===== src/rtl/rsa_pkg.sv =====
// Shared types and constants for the RSA modular-exponentiation datapath.
package rsa_pkg;

    // Default operand/modulus/result width.
    localparam int RSA_WIDTH = 8;

    // Modexp sequencer states. IDLE is the reset state and is left only via
    // a restart/load strobe. SQR and MUL alternate per exponent bit.
    typedef enum logic [2:0] {
        IDLE = 3'd0,
        LOAD = 3'd1,
        PREP = 3'd2,
        SQR  = 3'd3,
        MUL  = 3'd4,
        DONE = 3'd5
    } modexp_state_e;

endpackage


===== src/rtl/rsa_modmul.sv =====
// Bit-serial interleaved modular multiplier: p = a*b mod m in exactly W
// enabled cycles, MSB of a first. The first step runs in the start cycle
// itself, and p/done are combinational on the final step, so the caller
// can latch the product on the same edge that retires the last bit.
// Precondition: b < m, which keeps the accumulator below m after each step.
module rsa_modmul
    import rsa_pkg::*;
#(
    parameter int W = RSA_WIDTH
) (
    input  logic         clk,
    input  logic         rst,
    input  logic         en,
    input  logic         start,
    input  logic [W-1:0] a,
    input  logic [W-1:0] b,
    input  logic [W-1:0] m,
    output logic         busy,
    output logic         done,
    output logic [W-1:0] p
);
    localparam int IW = (W > 1) ? $clog2(W) : 1;

    // 2*acc + b < 3m < 2^(W+2), so two spare bits cover the intermediate sum.
    logic [W+1:0]  acc_q, acc_d;
    logic [IW-1:0] cnt_q, cnt_d;
    logic          busy_q, busy_d;

    logic [W+1:0]  acc_in, m_ext, b_ext, t0, t1, t2;
    logic          bit_sel;

    // One interleaved step: shift-add the selected bit, then reduce at most twice.
    always_comb begin
        m_ext   = {2'b00, m};
        b_ext   = {2'b00, b};
        acc_in  = start ? '0 : acc_q;
        bit_sel = start ? a[W-1] : a[cnt_q];
        t0      = (acc_in << 1) + (bit_sel ? b_ext : '0);
        t1      = (t0 >= m_ext) ? (t0 - m_ext) : t0;
        t2      = (t1 >= m_ext) ? (t1 - m_ext) : t1;
    end

    // Step sequencing: start loads bit W-1, then count down to bit 0.
    always_comb begin
        acc_d  = acc_q;
        cnt_d  = cnt_q;
        busy_d = busy_q;
        if (start) begin
            acc_d  = t2;
            cnt_d  = IW'(W - 2);
            busy_d = 1'b1;
        end else if (busy_q) begin
            acc_d = t2;
            if (cnt_q == '0) begin
                busy_d = 1'b0;
            end else begin
                cnt_d = cnt_q - IW'(1);
            end
        end
    end

    // Multiplier registers; everything freezes while en is low.
    always_ff @(posedge clk or posedge rst) begin
        if (rst) begin
            acc_q  <= '0;
            cnt_q  <= '0;
            busy_q <= 1'b0;
        end else if (en) begin
            acc_q  <= acc_d;
            cnt_q  <= cnt_d;
            busy_q <= busy_d;
        end
    end

    assign busy = busy_q;
    assign done = busy_q && (cnt_q == '0) && !start;
    assign p    = t2[W-1:0];

endmodule


===== src/rtl/rsa_modexp_unit.sv =====
// Left-to-right square-and-multiply modular exponentiation:
// result = plain^exponent mod modulus. Driven by the enable/control FSM
// (en, active-low rst_rsa restart strobe); eoc flags a finished result.
// Latency from the launching LOAD edge is WIDTH*(1+WIDTH+popcount(exponent))
// enabled cycles: every modmul is WIDTH cycles and the LOAD edge is the
// first PREP step, so no cycles are spent between operations.
module rsa_modexp_unit
    import rsa_pkg::*;
#(
    parameter int WIDTH = RSA_WIDTH
) (
    input  logic             clk,
    input  logic             rst,
    input  logic             en,
    input  logic             rst_rsa,
    input  logic [WIDTH-1:0] plain,
    input  logic [WIDTH-1:0] exponent,
    input  logic [WIDTH-1:0] modulus,
    output logic [WIDTH-1:0] result,
    output logic             eoc
);
    localparam int IW = (WIDTH > 1) ? $clog2(WIDTH) : 1;

    modexp_state_e    state_q, state_d;
    logic [WIDTH-1:0] plain_q, plain_d;
    logic [WIDTH-1:0] exp_q, exp_d;
    logic [WIDTH-1:0] mod_q, mod_d;
    logic [WIDTH-1:0] r_q, r_d;
    logic [WIDTH-1:0] b_q, b_d;
    logic [WIDTH-1:0] result_q, result_d;
    logic             eoc_q, eoc_d;
    logic [IW-1:0]    idx_q, idx_d;

    logic             mm_start, mm_busy, mm_done;
    logic [WIDTH-1:0] mm_a, mm_b, mm_p;

    // Operand mux for the single shared multiplier: (plain,1) reduces the
    // base, (R,R) squares, (R,B) multiplies.
    always_comb begin
        mm_a = plain_q;
        mm_b = WIDTH'(1);
        case (state_q)
            SQR: begin
                mm_a = r_q;
                mm_b = r_q;
            end
            MUL: begin
                mm_a = r_q;
                mm_b = b_q;
            end
            default: ;
        endcase
    end

    rsa_modmul #(.W(WIDTH)) u_modmul (
        .clk   (clk),
        .rst   (rst),
        .en    (en),
        .start (mm_start),
        .a     (mm_a),
        .b     (mm_b),
        .m     (mod_q),
        .busy  (mm_busy),
        .done  (mm_done),
        .p     (mm_p)
    );

    // Next-state logic; a low rst_rsa overrides every state and recaptures inputs.
    always_comb begin
        state_d  = state_q;
        plain_d  = plain_q;
        exp_d    = exp_q;
        mod_d    = mod_q;
        r_d      = r_q;
        b_d      = b_q;
        result_d = result_q;
        eoc_d    = eoc_q;
        idx_d    = idx_q;
        mm_start = 1'b0;
        if (!rst_rsa) begin
            state_d = LOAD;
            eoc_d   = 1'b0;
            plain_d = plain;
            exp_d   = exponent;
            mod_d   = modulus;
        end else begin
            case (state_q)
                IDLE: ;
                LOAD: begin
                    if (mod_q < WIDTH'(2)) begin
                        state_d  = DONE;
                        result_d = '0;
                        eoc_d    = 1'b1;
                    end else begin
                        state_d  = PREP;
                        r_d      = WIDTH'(1);
                        idx_d    = IW'(WIDTH - 1);
                        mm_start = 1'b1;
                    end
                end
                PREP: begin
                    if (mm_done) begin
                        b_d     = mm_p;
                        state_d = SQR;
                    end
                end
                SQR: begin
                    mm_start = !mm_busy;
                    if (mm_done) begin
                        r_d = mm_p;
                        if (exp_q[idx_q]) begin
                            state_d = MUL;
                        end else if (idx_q == '0) begin
                            state_d  = DONE;
                            result_d = mm_p;
                            eoc_d    = 1'b1;
                        end else begin
                            idx_d = idx_q - IW'(1);
                        end
                    end
                end
                MUL: begin
                    mm_start = !mm_busy;
                    if (mm_done) begin
                        r_d = mm_p;
                        if (idx_q == '0) begin
                            state_d  = DONE;
                            result_d = mm_p;
                            eoc_d    = 1'b1;
                        end else begin
                            state_d = SQR;
                            idx_d   = idx_q - IW'(1);
                        end
                    end
                end
                DONE: ;
                default: state_d = IDLE;
            endcase
        end
    end

    // State and datapath registers; en low freezes everything.
    always_ff @(posedge clk or posedge rst) begin
        if (rst) begin
            state_q  <= IDLE;
            plain_q  <= '0;
            exp_q    <= '0;
            mod_q    <= '0;
            r_q      <= '0;
            b_q      <= '0;
            result_q <= '0;
            eoc_q    <= 1'b0;
            idx_q    <= '0;
        end else if (en) begin
            state_q  <= state_d;
            plain_q  <= plain_d;
            exp_q    <= exp_d;
            mod_q    <= mod_d;
            r_q      <= r_d;
            b_q      <= b_d;
            result_q <= result_d;
            eoc_q    <= eoc_d;
            idx_q    <= idx_d;
        end
    end

    assign result = result_q;
    assign eoc    = eoc_q;

endmodule


===== config.mk =====
export PLATFORM = sky130hd
export DESIGN_NAME = rsa_modexp_unit
export DESIGN_NICKNAME = d
export VERILOG_FILES = /design/src/rtl/rsa_pkg.sv /design/src/rtl/rsa_modmul.sv /design/src/rtl/rsa_modexp_unit.sv
export SDC_FILE = /design/constraint.sdc
export NUM_CORES = 1
export LEC_CHECK = 0
export CELL_PAD_IN_SITES_DETAIL_PLACEMENT = 1
export CELL_PAD_IN_SITES_GLOBAL_PLACEMENT = 1
export CORE_UTILIZATION = 43
export DETAILED_ROUTE_END_ITERATION = 10
export PLACE_DENSITY_LB_ADDON = 0.1
export RECOVER_POWER = 100
export SLEW_MARGIN = 40
export SYNTH_ARGS = -nofsm -noshare
export SYNTH_HDL_FRONTEND = slang
export SYNTH_HIERARCHICAL = 1
export SYNTH_SLANG_ARGS = --single-unit

===== constraint.sdc =====
create_clock -name clk -period 6.9 [get_ports clk]
set_clock_uncertainty 0.15 [all_clocks]
set_input_delay 2.07 -clock clk [delete_from_list [all_inputs] [get_ports clk]]
set_output_delay 2.07 -clock clk [all_outputs]
set_load 0.02 [all_outputs]

---- Word level (Yosys, flattened, before mapping) ----
Cells that the tools add are included.
word-level totals
  flip-flop bits (word level) ............. 68
  latch bits .............................. 0
  bits in writable memories ............... 0
  memory bits (read-only) ................. 0
  bits of input ports ..................... 28
  output and inout port bits .............. 9
  word-level logic and storage cells ...... 117
  memories ................................ 0
operators by class
  add/sub/neg operators ................... 5
  $mul .................................... 0
  div/mod/pow operators ................... 0
  order comparisons ....................... 5
  equal/unequal tests ..................... 20
  shift operators ......................... 0
  mux-type cells .......................... 53
  bitwise logic cells ..................... 1
  reductions and logical operators ........ 21
operator list
  operator                                                                       count
  8-bit two-way mux                                                              9
  3-bit two-way mux                                                              16
  9-bit two-way mux                                                              4
  8-bit one-hot mux with 2 select lines                                          2
  8-bit one-hot mux with 3 select lines                                          1
  10-bit by 8-bit >= comparator with 1-bit output                                2
  3-bit inequality test (second input constant)                                  5
  3-bit one-hot mux with 5 select lines                                          1
  1-bit two-way mux                                                              14
  7-bit AND reduction                                                            2
  2-bit inequality test (second input constant)                                  6
  6-bit AND reduction                                                            2
  10-bit adder                                                                   1
  10-bit two-way mux                                                             1
  10-bit by 8-bit subtractor with 10-bit output                                  1
  3-bit zero test                                                                3
  3-bit one-hot mux with 3 select lines                                          1
  9-bit by 8-bit subtractor with 9-bit output                                    1
  3-bit by 4-bit less-than comparator with 1-bit output (second input constant)  2
  8-bit by 2-bit less-than comparator with 1-bit output (second input constant)  1
  1-bit binary-select mux with 3-bit select                                      2
  3-bit by 2-bit equality test with 1-bit output (second input constant)         2
  3-bit equality test (second input constant)                                    2
  3-bit by 1-bit subtractor with 3-bit output (second input constant)            2
  other kinds (16)                                                               22

---- Logic depth before layout (Yosys ltp) ----
Gate-level depths: netlist of the first run.
  depth in word-level cells ............... 16
  depth in mapped cells ................... 36
  depth with buffers taken out ............ 33

---- By module ----
Netlist of the first run, hierarchy kept.
modules (own cells, without submodules)
  module           times used  cells an instance  area each (um^2)  sequential area each (um^2)
  rsa_modexp_unit  1           243                2807.7            1376.3
  rsa_modmul       1           241                2189.6            325.3

---- Worst setup path before layout of the first run ----
No wires, ideal clock.
  kind .................................... input to register
  from .................................... input rst_rsa
  to ...................................... register result_q[7], in the netlist result[7]
  library setup time ...................... 0.128 ns
  arrival time ............................ 7.544 ns
  required time ........................... 6.622 ns
  setup slack ............................. -0.921 ns
  stages .................................. 28
  path buffers ............................ 3
  cells stage by stage .................... o21a_1 -> buf_6 -> nor2_1 -> a21oi_1 -> nor2b_1 -> ha_1 -> fa_1 -> a211oi_1 -> o21a_1 -> xnor2_1 -> ha_1 -> nand2_1 -> nor2_1 -> o21ai_0 -> nand4_4 -> mux2_2 -> ha_1 -> nor2b_1 -> o21ai_0 -> a21oi_1 -> a211o_1 -> a211oi_1 -> nor3b_2 -> buf_6 -> mux2_2 -> buf_4 -> nor2b_1 -> mux2_1
on the way
  longest elaborated chain between the ends .. 12
  elaborated cells between the ends (all ways) .. 21
  those cells by class .................... add/sub (3); order compare (2); eq/ne (2); mux (11); reduce/logical (3)
ends and longest elaborated chain
  item                                                                                                              line                                            source
  start, declared                                                                                                   rsa_modexp_unit.sv:15                           input logic rst_rsa,
  1-bit two-way mux *                                                                                               rsa_modexp_unit.sv:80                           if (!rst_rsa) begin
  1-bit two-way mux                                                                                                 rsa_modmul.sv:37                                bit_sel = start ? a[W-1] : a[cnt_q];
  8-bit two-way mux                                                                                                 rsa_modmul.sv:38                                t0 = (acc_in << 1) + (bit_sel ? b_ext : '0);
  10-bit adder *                                                                                                    rsa_modmul.sv:38
  10-bit by 8-bit subtractor with 10-bit output or 10-bit by 8-bit >= comparator with 1-bit output (tied branches)  rsa_modmul.sv:39                                t1 = (t0 >= m_ext) ? (t0 - m_ext) : t0;
  10-bit two-way mux *                                                                                              rsa_modmul.sv:39
  9-bit by 8-bit subtractor with 9-bit output or 10-bit by 8-bit >= comparator with 1-bit output (tied branches)    rsa_modmul.sv:40                                t2 = (t1 >= m_ext) ? (t1 - m_ext) : t1;
  9-bit two-way mux *                                                                                               rsa_modmul.sv:40
  named net mm_p[7]                                                                                                 rsa_modexp_unit.sv:35                           logic [WIDTH-1:0] mm_a, mm_b, mm_p;
  8-bit two-way mux *                                                                                               rsa_modexp_unit.sv:113, rsa_modexp_unit.sv:126
  8-bit two-way mux                                                                                                 rsa_modexp_unit.sv:111                          if (exp_q[idx_q]) begin
  8-bit two-way mux                                                                                                 rsa_modexp_unit.sv:109                          if (mm_done) begin
  8-bit one-hot mux with 3 select lines *                                                                           rsa_modexp_unit.sv:87                           case (state_q)
  end signal, assigned                                                                                              rsa_modexp_unit.sv:161                          result_q <= result_d;
  end, declared                                                                                                     rsa_modexp_unit.sv:30                           logic [WIDTH-1:0] result_q, result_d;
The timed path passes the listed nets; every way through them passes the cells marked *. The select of a mux whose other input is x is not followed.
A chain may end at the register's enable or synchronous reset.

---- Worst setup path in the final report of the first run ----
  from .................................... input rst_rsa
  to ...................................... register result_q[7], in the netlist result[7]
on the way
  longest elaborated chain between the ends .. 12
  elaborated cells between the ends (all ways) .. 21
  those cells by class .................... add/sub (3); order compare (2); eq/ne (2); mux (11); reduce/logical (3)
ends and longest elaborated chain
  item                                                                                                              line                                            source
  1-bit two-way mux *                                                                                               rsa_modexp_unit.sv:80
  named net mm_start                                                                                                rsa_modexp_unit.sv:34                           logic mm_start, mm_busy, mm_done;
  1-bit two-way mux                                                                                                 rsa_modmul.sv:37
  8-bit two-way mux                                                                                                 rsa_modmul.sv:38
  10-bit adder *                                                                                                    rsa_modmul.sv:38
  10-bit by 8-bit subtractor with 10-bit output or 10-bit by 8-bit >= comparator with 1-bit output (tied branches)  rsa_modmul.sv:39
  10-bit two-way mux *                                                                                              rsa_modmul.sv:39
  9-bit by 8-bit subtractor with 9-bit output or 10-bit by 8-bit >= comparator with 1-bit output (tied branches)    rsa_modmul.sv:40
  9-bit two-way mux *                                                                                               rsa_modmul.sv:40
  named net mm_p[7]                                                                                                 rsa_modexp_unit.sv:35
  8-bit two-way mux *                                                                                               rsa_modexp_unit.sv:113, rsa_modexp_unit.sv:126
  8-bit two-way mux                                                                                                 rsa_modexp_unit.sv:111
  8-bit two-way mux                                                                                                 rsa_modexp_unit.sv:109
  8-bit one-hot mux with 3 select lines *                                                                           rsa_modexp_unit.sv:87
Marks and branches as above.

==> results of run 1 <==
[worst reg2reg max path, delay by kind of cell (launching register included)]
kind / cells / cell delay (ps)
fa+ha+maj: 4 / 1210
mux: 5 / 1540
buf+inv: 3 / 420
simple gates: 14 / 1700
xor+xnor: 2 / 180
compound gates: 7 / 1350
flops: 1 / 460
[sequential cells by signal, summed over array words and instances (netlist names)]
signal	cells
u_modmul/busy	1
idx_q	3
r_q	8
exp_q	8
b_q	8
state_q	3
plain_q	8
result	8
eoc	1
u_modmul/cnt_q	3
mod_q	8
u_modmul/acc_q	9
[layout make-up]
cell class / instances / area share
inverters: 24 / 0.0130
multi-input cells: 367 / 0.485
repair buffers: 152 / 0.181
well taps: 143 / 0.0259
clock buffers: 9 / 0.0326
clock inverters: 6 / 0.0165
flip-flops and latches: 68 / 0.246
[cells in the final DEF, fill, tap and decap left out, types with 4 or more instances in the layout]
master,n
a21o_1,11
a21oi_1,17
a21oi_2,4
a22o_1,8
a31oi_1,5
buf_4,106
buf_6,7
clkbuf_16,9
clkdlybuf4s50_1,24
dfrtp_1,68
dlygate4sd3_1,11
ha_1,20
ha_4,4
inv_1,23
mux2_2,45
mux2_4,28
mux2i_1,7
nand2_1,44
nand2_2,4
nand2b_1,8
nand3_1,8
nor2_1,14
nor2b_1,19
nor2b_4,7
o21a_1,4
o21ai_0,7
xnor2_1,7
xnor2_2,4
xor2_1,5
[layer usage]
metal  wire length [um]  share of wire  up-vias  global-route usage
met5                  0              0        -                   0
met4                422          0.027        0               0.117
met3                247          0.016       29              0.0243
met2               8350           0.52       50               0.487
met1               6900           0.43     2160               0.328
li1                   -              -     1998                   -
[kinds of logic (layout without fill, tap and decap cells)]
family,Yosys count,in the layout,synth area share
AOI/OAI and AO/OA,94,94,0.139
buffers and inverters,49,191,0.0516
xor gates and xnor gates,17,17,0.0298
and+or+nand+nor,143,143,0.162
muxes,83,83,0.197
adders and majority gates,30,30,0.0796
DFF,68,68,0.341
[through the flow]
step | util | cell area (um2) | setup TNS (ps) | setup WS [ps]
finish | 0.608 | 6920 | -8690 | -377
global route | 0.608 | 6920 | -13670 | -525
CTS | 0.602 | 6850 | -5550 | -266
detailed placement | 0.555 | 6310 | -37790 | -1270
global placement | 0.555 | 6310 | -29590 | -1020
floorplan | - | 5190 | -8790 | -433
[repair_timing]
item / 4_1_cts / 5_1_grt
pin swaps: 27 / 11
setup buffers: 8 / 5
endpoints found under the setup margin: 33 / 32
resized for setup: 34 / 13
gates cloned: 1 / 0
[path summary, 6_finish.rpt]
check / endpoint / slack (ps) / cells past startpoint
setup reg to reg: result[7] / -200 / 35
hold reg to reg: exp_q[6] / 350 / 1
min in group asynchronous: u_modmul/busy / 2080 / 2
hold / removal: exp_q[6] / 350 / 1
setup / recovery: result[7] / -380 / 29
max in group asynchronous: mod_q[2] / 1610 / 3
==> impl_metrics.toml, run 1 <==
[critical_path]
startpoint_type = "input port"
cpPeakStageDelay_ps = 400
critPathBufInv = 4
critical_path.endpoint_type = "flip-flop"
worstPathRequired_ps = 6960
crit_path_start = "rst_rsa"
reg2reg_from = "state_q[0]"
worstPathMaxFanout = 8
cp_common_cell = "mux2_4"
slowest_stage = "fa_2"
setup.worst_path.class = "in -> reg"
cp_top_family = "compound AO/OA/AOI/OAI gates"
crit_arrival_ps = 7340

[sta]
whs_ps = 352
max_freq_ghz = 0.137
hold_viol = 0
slew-limit-headroom = -1.07
tightestPinTransition_ps = 3100
finalCritPeriodShare = 1.05
grt_setup_unrepaired = "true"
final_max_slew_viol_count = 56
finalWorstSetupSlack_ps = -377
min_period_ps = 7280
setup-violations-final = 32

[finish]
layout.area.seq_um2 = 1700
layout-drive-gt1-share = 0.425
final_cell_count_no_fill = 769
antenna_cells = 0
multi_input_area_um2 = 3360
nNetsFinal = 680
syn2layout_area_growth_pct = 38.4
fillers = 1241

[synthesis]
syn_area_um2 = 5000
async_flop_share = 1.00
synth_seq_cells = 68
synth_nets = 542
yosysMostFrequentCell = "dfrtp_1"
synth_commonest_cells = "68 x dfrtp_1, 62 x mux2_2, 47 x nand2_1"
synthCells = 484
synth_top_flop_cell = "dfrtp_1"
yosysTopAreaCellShare = 0.341
seq_area_frac_synth = 0.341
synth_cell_types = 71
synthTopCellsByArea = "dfrtp_1 34%, mux2_2 14%, ha_1 6.8%"
synth_largest_area_cell = "dfrtp_1"
synth_edf_count = 0
synth_warnings = 6
syn_avg_cell_area_um2 = 10.3

[cts]
cts.sinks = 68
hold_buffers = 0
clk_pin_slew_ps = 50
numCtsBuffers = 9
clkLatencyLatePin_ps = 340
cts_buffer_depth = 2
cts_tree = "yes"
htree_num_levels = 3
cts-root-buf = "clkbuf_16"

[floorplan]
row_count = 39
die_width_um = 110
die-area_um2 = 12100
io_pins = 37
initial_utilization = 0.440
core-area_um2 = 11400
die_y_um = 110

[route]
drc = 0
via_count = 4237
vias_per_cell = 5.51
drt-initial-drc-count = 164
routed_wl_mm = 15.9
ant_nets = 0
post_drt_wl_per_cell_um = 20.7
drtPass1Iterations = 4

[run]
cap_violations = 1

[global_route]
antenna_found_initial = 0
grt_pass1_wl_mm = 24.4
grt_pass1_vias = 4597
track_usage = 0.271
overflow = 0
grt_max_degree = 56

[outcome]
status = "finished, violations left"
violations = "capacitance limit, slew limit, setup timing"

[place]
place_congestion = 0.870
port_buffers = 36
hpwl_mm = 11.5
dpl.cell_count = 740

[hold_path]
holdCritStartpoint = "exp_q[6]"
min_path_type = "reg -> reg"
Power of run 1 is not shown: default switching activity piles up to over one toggle a cycle in this logic, so the estimate is an artifact.
==> run 2, diff against run 1 <==
clock period = 6 ns   (was 6.9 ns; I/O delays follow)
==> run 2 against run 1 <==
Effect of this change:
- the flow still finishes with violations (capacitance limit, slew limit, setup timing)
- die area stayed put
- core utilization is 3.6 points higher
- cell count is 4.0% higher
- via count is 7.0% higher
- global-route usage is 4.2 points higher
- cell area is 6.0% higher
- hold slack better by 5.7 ps
- non-clock buffer count is 31 higher
- first-iteration DRC count is 27% higher
- setup slack worse by 700 ps
- critical path type is now reg -> reg
- critical endpoint is now r_q[6]
==> impl_metrics.toml, run 2 (synthesis gave the netlist of run 1 again) <==
[sta]
hold_viol = 0
tightestPinTransition_ps = 2690
grt_setup_unrepaired = "true"
finalWorstSetupSlack_ps = -1070
fin_setup_tns_ps = -32390
finalCritPeriodShare = 1.18
min_period_ps = 7070
slew-limit-headroom = -0.796
whs_ps = 357
final_max_slew_viol_count = 49
setup-violations-final = 33
max_freq_ghz = 0.141

[global_route]
track_usage = 0.313
antenna_found_initial = 0
grt_pass1_wl_mm = 27.6
grt_pass1_vias = 5092
grt_max_degree = 49
overflow = 0

[cts]
htree_num_levels = 3
clk_pin_slew_ps = 60
numCtsBuffers = 9
clkLatencyLatePin_ps = 340
cts.sinks = 68
cts_tree = "yes"
cts_buffer_depth = 2
cts-root-buf = "clkbuf_16"
hold_buffers = 0

[critical_path]
reg2reg_slack_ps = -1070
cp_common_cell = "nor2_4"
worstPathMaxFanout = 8
critPathBufInv = 3
cp_top_family = "multiplexers"
crit_arrival_ps = 7150
critical_path.endpoint_type = "flip-flop"
cpPeakStageDelay_ps = 500
setup.worst_path.class = "reg -> reg"
slowest_stage = "mux4_2"
startpoint_type = "flip-flop"
worstPathRequired_ps = 6070

[hold_path]
min_path_type = "reg -> reg"

[finish]
layout-drive-gt1-share = 0.484
design_area_um2 = 7330
antenna_cells = 0
nNetsFinal = 711
largest_reg_flops = 9
largest-register = "u_modmul/acc_q"
syn2layout_area_growth_pct = 46.7
layout_common_cells = "130 x buf_4, 65 x dfrtp_1, 37 x mux2_4"
fillers = 1187
layout_commonest_cell = "buf_4"

[route]
ant_nets = 0
drtPass1Iterations = 4
via_count = 4535
drc = 0
vias_per_cell = 5.67
routed_wl_mm = 18.5
drt-initial-drc-count = 209
post_drt_wl_per_cell_um = 23.1

[run]
cap_violations = 1

[floorplan]
row_count = 39
die-area_um2 = 12100
initial_utilization = 0.440
die_y_um = 110
core-area_um2 = 11400
die_width_um = 110
io_pins = 37

[place]
dpl_cell_area_um2 = 6460
port_buffers = 36
post-place-ws_ps = -1910
hpwl_mm = 11.8
place_congestion = 0.868

[outcome]
violations = "capacitance limit, slew limit, setup timing"
status = "finished, violations left"
run 2: changes by cell type in the layout (fill, tap and decap cells not counted), moves of 3 or more:
cell / change
dfrtp_2: +3
mux2_2: -9
dfrtp_1: -3
nand2_2: +9
buf_4: +24
mux2_4: +9
buf_6: +7
nand2_1: -11
run 2: timing repair:
| action | 4_1_cts | 5_1_grt |
|---|---|---|
| pin swaps | 32 | 9 |
| buffers inserted | 19 | 7 |
| gates cloned | 1 | 0 |
| resized for setup | 62 | 28 |
| setup endpoints to repair | 33 | 33 |
| endpoints found under the hold margin | 0 | 0 |
run 2: layer usage:
metal | up-vias | GRT usage | share of wire
li1 | 2065 | - | -
met1 | 2310 | 0.355 | 0.41
met2 | 106 | 0.560 | 0.51
met3 | 54 | 0.0498 | 0.032
met4 | 0 | 0.170 | 0.046
met5 | - | 0 | 0
run 2: cell type report:
| class | count | area, um2 | area share |
|---|---|---|---|
| Clock inverter | 4 | 73.8 | 0.0101 |
| Multi-Input combinational cell | 367 | 3510 | 0.479 |
| Clock buffer | 11 | 243 | 0.0331 |
| Inverter | 24 | 90.1 | 0.0123 |
| Tap cell | 143 | 179 | 0.0244 |
| Timing Repair Buffer | 183 | 1530 | 0.209 |
| Sequential cell | 68 | 1710 | 0.233 |
run 2: final timing paths:
kind / start / to / depth (start not counted)
setup reg to reg: state_q[0] / r_q[6] / 33
hold reg to reg: exp_q[4] / exp_q[4] / 1
min in group asynchronous: rst / plain_q[2] / 2
hold / removal: exp_q[4] / exp_q[4] / 1
max in group asynchronous: rst / state_q[1] / 3
setup / recovery: state_q[0] / r_q[6] / 33
run 2: per-stage QoR:
stage,util,instances
after CTS,0.630,793
after global routing,0.645,800
after detailed placement,0.569,759
after global placement,0.569,759
after floorplan,-,484
final,0.645,800
Power of run 2 is left out for the same reason.
